--- src/rtl/log_sched_pkg.sv ---
// Shared types and constants for the log2-unit scheduler.
// The log unit flags a zero input OVERF_CYC cycles after ISSUE and presents its result OUT_CYC cycles after ISSUE.
package log_sched_pkg;

    typedef enum logic [2:0] {
        IDLE  = 3'd0,
        ISSUE = 3'd1,
        W1    = 3'd2,
        W2    = 3'd3,
        HOLD  = 3'd4
    } state_t;

    localparam logic SRC_E   = 1'b0;
    localparam logic SRC_MEL = 1'b1;

    localparam int LOG_IN_W  = 46;
    localparam int LOG_OUT_W = 16;

    localparam int OVERF_CYC = 1;
    localparam int OUT_CYC   = 2;

endpackage

--- src/rtl/log_rr_arb.sv ---
// Two-way round-robin arbiter: gnt[0] = energy, gnt[1] = mel.
// The last winner loses the next tie; it resets to mel so energy wins first.
module log_rr_arb (
    input  logic       clk,
    input  logic       reset,
    input  logic       req_e,
    input  logic       req_mel,
    input  logic       en,
    output logic [1:0] gnt
);

    logic last_mel_reg;

    always_comb begin
        gnt = 2'b00;
        if (en) begin
            if (req_e && req_mel)
                gnt = last_mel_reg ? 2'b01 : 2'b10;
            else if (req_e)
                gnt = 2'b01;
            else if (req_mel)
                gnt = 2'b10;
        end
    end

    always_ff @(posedge clk or negedge reset) begin
        if (!reset)
            last_mel_reg <= 1'b1;
        else if (|gnt)
            last_mel_reg <= gnt[1];
    end

endmodule

--- src/rtl/log_sched.sv ---
// Shares one log2 unit between the frame-energy and mel requesters and
// returns each tagged result on a valid/ready channel.
module log_sched
    import log_sched_pkg::*;
#(
    parameter int NCH   = 20,
    parameter int IDX_W = 5
) (
    input  logic                 clk,
    input  logic                 reset,
    input  logic                 e_valid,
    input  logic [LOG_IN_W-1:0]  e_data,
    output logic                 e_ready,
    input  logic                 mel_valid,
    input  logic [LOG_IN_W-1:0]  mel_data,
    output logic                 mel_ready,
    output logic [LOG_IN_W-1:0]  log_in,
    output logic                 log_en,
    input  logic [LOG_OUT_W-1:0] log_out,
    input  logic                 log_overf,
    output logic                 res_valid,
    input  logic                 res_ready,
    output logic [LOG_OUT_W-1:0] res_data,
    output logic                 res_src,
    output logic [IDX_W-1:0]     res_idx,
    output logic                 res_eos,
    output logic                 res_last,
    output logic                 speech_end
);

    state_t               state_reg, state_next;
    logic                 arb_en;
    logic [1:0]           gnt;
    logic                 accept;
    logic [IDX_W-1:0]     mel_idx_reg;
    logic [IDX_W-1:0]     idx_reg;
    logic                 src_reg;
    logic                 eos_reg;
    logic                 res_valid_reg;
    logic                 log_en_reg;
    logic                 speech_end_reg;
    logic [LOG_IN_W-1:0]  log_in_reg;
    logic [LOG_OUT_W-1:0] res_data_reg;

    log_rr_arb u_arb (
        .clk     (clk),
        .reset   (reset),
        .req_e   (e_valid),
        .req_mel (mel_valid),
        .en      (arb_en),
        .gnt     (gnt)
    );

    assign accept = |gnt;

    always_ff @(posedge clk or negedge reset) begin
        if (!reset)
            state_reg <= IDLE;
        else
            state_reg <= state_next;
    end

    always_comb begin
        state_next = state_reg;
        case (state_reg)
            IDLE:    if (accept) state_next = ISSUE;
            ISSUE:   state_next = W1;
            W1:      state_next = W2;
            W2:      state_next = HOLD;
            HOLD:    if (res_ready) state_next = accept ? ISSUE : IDLE;
            default: state_next = IDLE;
        endcase
    end

    // Readies are held low while reset is asserted so no request is lost to it.
    always_comb begin
        arb_en = 1'b0;
        if (reset) begin
            case (state_reg)
                IDLE:    arb_en = 1'b1;
                HOLD:    arb_en = res_ready;
                default: arb_en = 1'b0;
            endcase
        end
        e_ready   = gnt[0];
        mel_ready = gnt[1];
    end

    always_ff @(posedge clk or negedge reset) begin
        if (!reset) begin
            log_in_reg     <= '0;
            log_en_reg     <= 1'b0;
            src_reg        <= SRC_E;
            idx_reg        <= '0;
            mel_idx_reg    <= '0;
            eos_reg        <= 1'b0;
            res_data_reg   <= '0;
            res_valid_reg  <= 1'b0;
            speech_end_reg <= 1'b0;
        end else begin
            log_en_reg    <= accept;
            res_valid_reg <= (state_next == HOLD);
            if (accept) begin
                log_in_reg <= gnt[1] ? mel_data : e_data;
                src_reg    <= gnt[1] ? SRC_MEL : SRC_E;
                idx_reg    <= gnt[1] ? mel_idx_reg : '0;
            end
            if (gnt[1])
                mel_idx_reg <= (mel_idx_reg == IDX_W'(NCH - 1)) ? '0 : mel_idx_reg + IDX_W'(1);
            // The unit drops its zero flag on the edge after W1, so W1 is the only sample point.
            if (state_reg == W1)
                eos_reg <= log_overf;
            if (state_reg == W2) begin
                res_data_reg <= eos_reg ? '0 : log_out;
                if (eos_reg)
                    speech_end_reg <= 1'b1;
            end
        end
    end

    assign log_in     = log_in_reg;
    assign log_en     = log_en_reg;
    assign res_valid  = res_valid_reg;
    assign res_data   = res_data_reg;
    assign res_src    = src_reg;
    assign res_idx    = idx_reg;
    assign res_eos    = eos_reg;
    assign res_last   = (src_reg == SRC_MEL) && (idx_reg == IDX_W'(NCH - 1));
    assign speech_end = speech_end_reg;

endmodule

--- config.mk ---
export PLATFORM = sky130hd
export DESIGN_NAME = log_sched
export DESIGN_NICKNAME = d
export VERILOG_FILES = /design/src/rtl/log_sched_pkg.sv /design/src/rtl/log_rr_arb.sv /design/src/rtl/log_sched.sv
export SDC_FILE = /design/constraint.sdc
export NUM_CORES = 1
export LEC_CHECK = 0
export ABC_AREA = 1
export CAP_MARGIN = 5
export CORE_MARGIN = 2
export CORE_UTILIZATION = 35
export CTS_BUF_LIST = sky130_fd_sc_hd__clkbuf_8 sky130_fd_sc_hd__clkbuf_16
export DETAILED_ROUTE_END_ITERATION = 12
export GPL_ROUTABILITY_DRIVEN = 0
export PLACE_DENSITY = 0.69
export REMOVE_ABC_BUFFERS = 1
export SKIP_LAST_GASP = 1
export SYNTH_ARGS = -nofsm -noshare
export SYNTH_HDL_FRONTEND = slang
export SYNTH_SLANG_ARGS = --single-unit
--- constraint.sdc ---
create_clock -name clk -period 3.4 [get_ports clk]
set_input_delay 0.34 -clock clk [delete_from_list [all_inputs] [get_ports clk]]
set_output_delay 0.34 -clock clk [all_outputs]
set_load 0.1 [all_outputs]
======== After elaboration in Yosys (flattened, before gate mapping) ========
Cells that the tools add are included.
word-level totals
  register bits after elaboration ......... 81
  output and inout port bits .............. 75
  logic and storage cells ................. 40
cells by class
  $add $sub $neg .......................... 1
  equality and inequality tests ........... 7
  mux-type cells .......................... 16
  reduce and logical (&&, ||, !) cells .... 5
operators with widths
  kind                 number
  $mux 46              1
  $mux 16              1
  $pmux 3 s5           1
  $eq 5x5->1 const B   2
  $mux 2               5
  $mux 5               2
  $eq 3x2->1 const B   2
  $eq 3x3->1 const B   2
  $mux 3               2
  $add 5x1->5 const B  1
  $eq 3x1->1 const B   1
  $logic_not 3->1      1
  $mux 1               3
  $logic_and 1x1->1    2
  $pmux 1 s2           1
  $reduce_and 2->1     1
  $reduce_or 2->1      1

======== Longest topological paths before layout ========
  depth in word-level cells ............... 9
  gate-level depth with buffers ........... 8
  depth with buffers taken out ............ 7

======== Modules after synthesis ========
A second synthesis with hierarchy kept.
unflattened totals
  cells, all modules ...................... 412
  area, all modules ....................... 3474.6 sq um
modules (own cells, without submodules)
  module      times used  cells an instance  area an instance (sq um)  seq. area each (sq um)
  log_sched   1           401                3409.5                    2001.9
  log_rr_arb  1           11                 65.1                      26.3

======== Worst setup path before layout ========
No wires, ideal clock.
  path kind ............................... reg-to-output
  from .................................... register idx_reg[4] (netlist: res_idx[4])
  to ...................................... output port res_last
  arrival time ............................ 3.153 ns
  required time ........................... 3.060 ns
  path slack .............................. -0.093 ns
  cell stages (with the launch flop) ...... 3
  path buffers ............................ 0
  path through ............................ dfrtp_1 -> nand4_1 -> nor3_1
between the ends
  cells in the longest elaborated chain, start to end .. 2
ends and longest elaborated chain
  item                      RTL line          RTL
  start: declaration        log_sched.sv:36   logic [IDX_W-1:0] idx_reg;
  start signal: assignment  log_sched.sv:106  idx_reg <= gnt[1] ? mel_idx_reg : '0;
  $eq 5x5->1                log_sched.sv:128  assign res_last = (src_reg == SRC_MEL) && (idx_reg == IDX_W'(NCH - 1));
  $logic_and 1x1->1         log_sched.sv:128
  end: declaration          log_sched.sv:27   output logic res_last,
No other way between the ends.

======== Worst setup path after layout ========
  from .................................... input port reset
  to ...................................... output port mel_ready
between the ends
  cells in the longest elaborated chain, start to end .. 2
ends and longest elaborated chain
  item                RTL line          RTL
  start: declaration  log_sched.sv:10   input logic reset,
  $mux 1              log_sched.sv:78   if (reset) begin
  $mux 2              log_rr_arb.sv:16  if (en) begin
  end: declaration    log_sched.sv:16   output logic mel_ready,
No other way between the ends.

==> flow_summary_export.csv <==
group,metric,value,unit
logic_synthesis,synth_warnings,0,
cells_and_area,diodes,0,
worst_setup_path,critPathCaptureType,"primary output",
routing,wl_per_cell,13.02,um
flow_run,cap_violations,0,
grt,busiest_layer,"met2",
worst_setup_path,path_max_fanout,8,
logic_synthesis,synth_edf_count,0,
clock_network,clock-sinks,81,
logic_synthesis,yosysUniqueCellTypes,27,
grt,antenna_found_initial,0,
grt,use_met3,3.856,%
worst_setup_path,arrival,1920,ps
grt,grt_overflow,0,
grt,grt_use_total,18.32,%
clock_network,cts-root-buf,"clkbuf_16",
logic_synthesis,async_reset_ff_share,100.0,%
sta,hold_viol,0,
worst_hold_path,hold_path.class,"in2async",
routing,vias,4129,
worst_setup_path,worstPathRequired,3060,ps
logic_synthesis,synth_fa_ha_area_share,0.3019,%
logic_synthesis,synth.avg_cell_area,7.453,um^2
logic_synthesis,ys_seq_elements,81,
logic_synthesis,yosys.area_share.xor_xnor,0.2114,%
logic_synthesis,synthesis.area,4144,um^2
worst_setup_path,rr_startpoint,"u_arb.last_mel_reg",
grt,grt_max_degree,77,
sta,fin_crit_sh,66.59,%
logic_synthesis,synth-simple-area-share,32.73,%
placed_design,dp_hpwl,8356,um
clock_network,clk_latency,330,ps
outcome,status,"completed",
clock_network,cts_hold_buf,1,
routing,wirelength,11480,um
grt,grt_pass1_vias,4112,
cells_and_area,largest_reg_flops,46,
grt,gr-usage-met2,29.30,%
clock_network,path_clk_slew,60,ps
floorplanning,die_w,112.8,um
cells_and_area,drive_gt1_share,4.736,%
logic_synthesis,synth.area.mux_share,0,%
logic_synthesis,synth_compound_area_share,3.321,%
sta,fin_skew,3.284,ps
placed_design,preCtsSetupSlack,1057,ps
grt,grt_pass1_wl,19120,um
logic_synthesis,ys_seq_area_share,48.94,%
placed_design,portBuffers,188,
clock_network,cts_tree,"built",
sta,fmax,441.7,MHz
clock_network,cts_buffers,9,
sta,rsz0062_at_grt,"false",
clock_network,cts_setup_buffers,0,
grt,use_met1,24.54,%
logic_synthesis,synth_cells,556,
routing,final_antenna_net_count,0,
logic_synthesis,synthFlopType,"dfrtp_1",
cells_and_area,final_util,56.16,%
floorplanning,chipHeight,112.8,um
worst_setup_path,crit_type,"in2out",
sta,fin_ws,1136,ps
logic_synthesis,synth_top_family_by_area,"simple AND/OR/NAND/NOR gates",
routing,drt_iter0_drc,278,
sta,drv_slew,0,
clock_network,h-tree-depth,3,
cells_and_area,syn_to_final_growth,55.40,%
worst_setup_path,critPathLaunchType,"input port",
clock_network,cts_resized,0,
floorplanning,core,11470,um^2
routing,via_per_inst,4.681,
routing,dr.pass1.iters,4,
clock_network,cts_buffer_depth,2,
routing,drc,0,
floorplanning,start_util,36.14,%
floorplanning,rows,39,
cells_and_area,final_nets,849,
floorplanning,ios,189,
sta,fin_crit,2264,ps
worst_setup_path,cp-startpoint,"reset",
floorplanning,die_area,12730,um^2
sta,maxSlewHeadroom,32.54,%
sta,finalSetupViolCount,0,
sta,tightest_slew,1009,ps
logic make-up after synthesis:
kind of cell    count (synthesis)
xor+xnor                        1
compound gates                 22
simple gates                  312
buf+inv                       139
flops                          81
fa+ha+maj                       1
synth_stat cells (2+ instances only):
master    number  area (um^2)
nand2_1      182        683.2
nand3_1      116        580.6
inv_1        109        409.1
dfrtp_1       80         2002
buf_2         12        60.06
buf_4          9        67.56
o21ai_0        6        30.03
nor2_1         5        18.77
o22ai_1        5        31.28
a21oi_1        4        20.02
buf_6          4        45.04
clkbuf_1       3        11.26
nand4_1        3        18.77
nor2_4         3        33.78
o21ai_1        2        10.01
o31ai_1        2        15.01
layer usage:
metal,up-vias,wire (um)
met1,1908,5223
met5,-,0
met4,0,191
li1,2050,-
met3,17,757
met2,154,5312
critical path: stages:
cell	delay, ps
dlygate4sd3_1	520
buf_4	180
nand3_2	140
nor2_1	370
buf_4	370
cell usage in the layout (no fill, tap or decap):
cell / count
bufinv_16: 3
o22ai_1: 5
clkbuf_8: 1
a21oi_4: 2
nand4_1: 3
inv_1: 110
nor2_1: 5
clkinvlp_4: 1
nand3_1: 115
nor2_4: 3
a21o_1: 1
dfstp_2: 1
clkinv_1: 1
o21bai_1: 1
xor2_1: 1
ha_1: 1
dfrtp_1: 80
or2_2: 1
nand2_1: 182
buf_12: 1
o21ai_0: 6
a21oi_1: 3
buf_4: 9
clkdlybuf4s50_1: 184
o31ai_1: 2
o21ai_1: 2
nand3_2: 2
dlygate4sd3_1: 1
inv_2: 1
clkbuf_16: 9
nor3_1: 1
clkinv_2: 1
stage by stage:
stage          hold WS [ps]  cell area (um^2)  TNS, ps  std cells
2_1_floorplan         44.41              3960   -36720        528
3_3_place_gp          167.9              6085        0        865
3_5_place_dp          169.9              6085        0        865
4_1_cts               356.6              6440        0        882
5_1_grt               365.2              6440        0        882
6_report              369.5              6440        0        882
final timing paths:
kind	depth (start not counted)	endpoint	slack, ps
max in group asynchronous	3	log_in[7]	1900
worst min register to register	2	log_in[14]	480
worst max register to register	6	log_in[31]	1400
worst min-delay path	2	res_valid	370
worst max-delay path	5	mel_ready	1140
min in group clk	2	log_in[14]	480
cell type report:
type	instances	area (um^2)
Tap cell	143	178.9
Sequential cell	81	2028
Clock inverter	6	106.4
Fill cell	1045	5027
Multi-Input combinational cell	336	1531
Timing Repair Buffer	195	1939
Inverter	111	416.7
Clock buffer	10	239.0
Power is left out: the tool's default activity adds up to more than one toggle a clock period on the data nets, which glitch-free logic cannot reach.
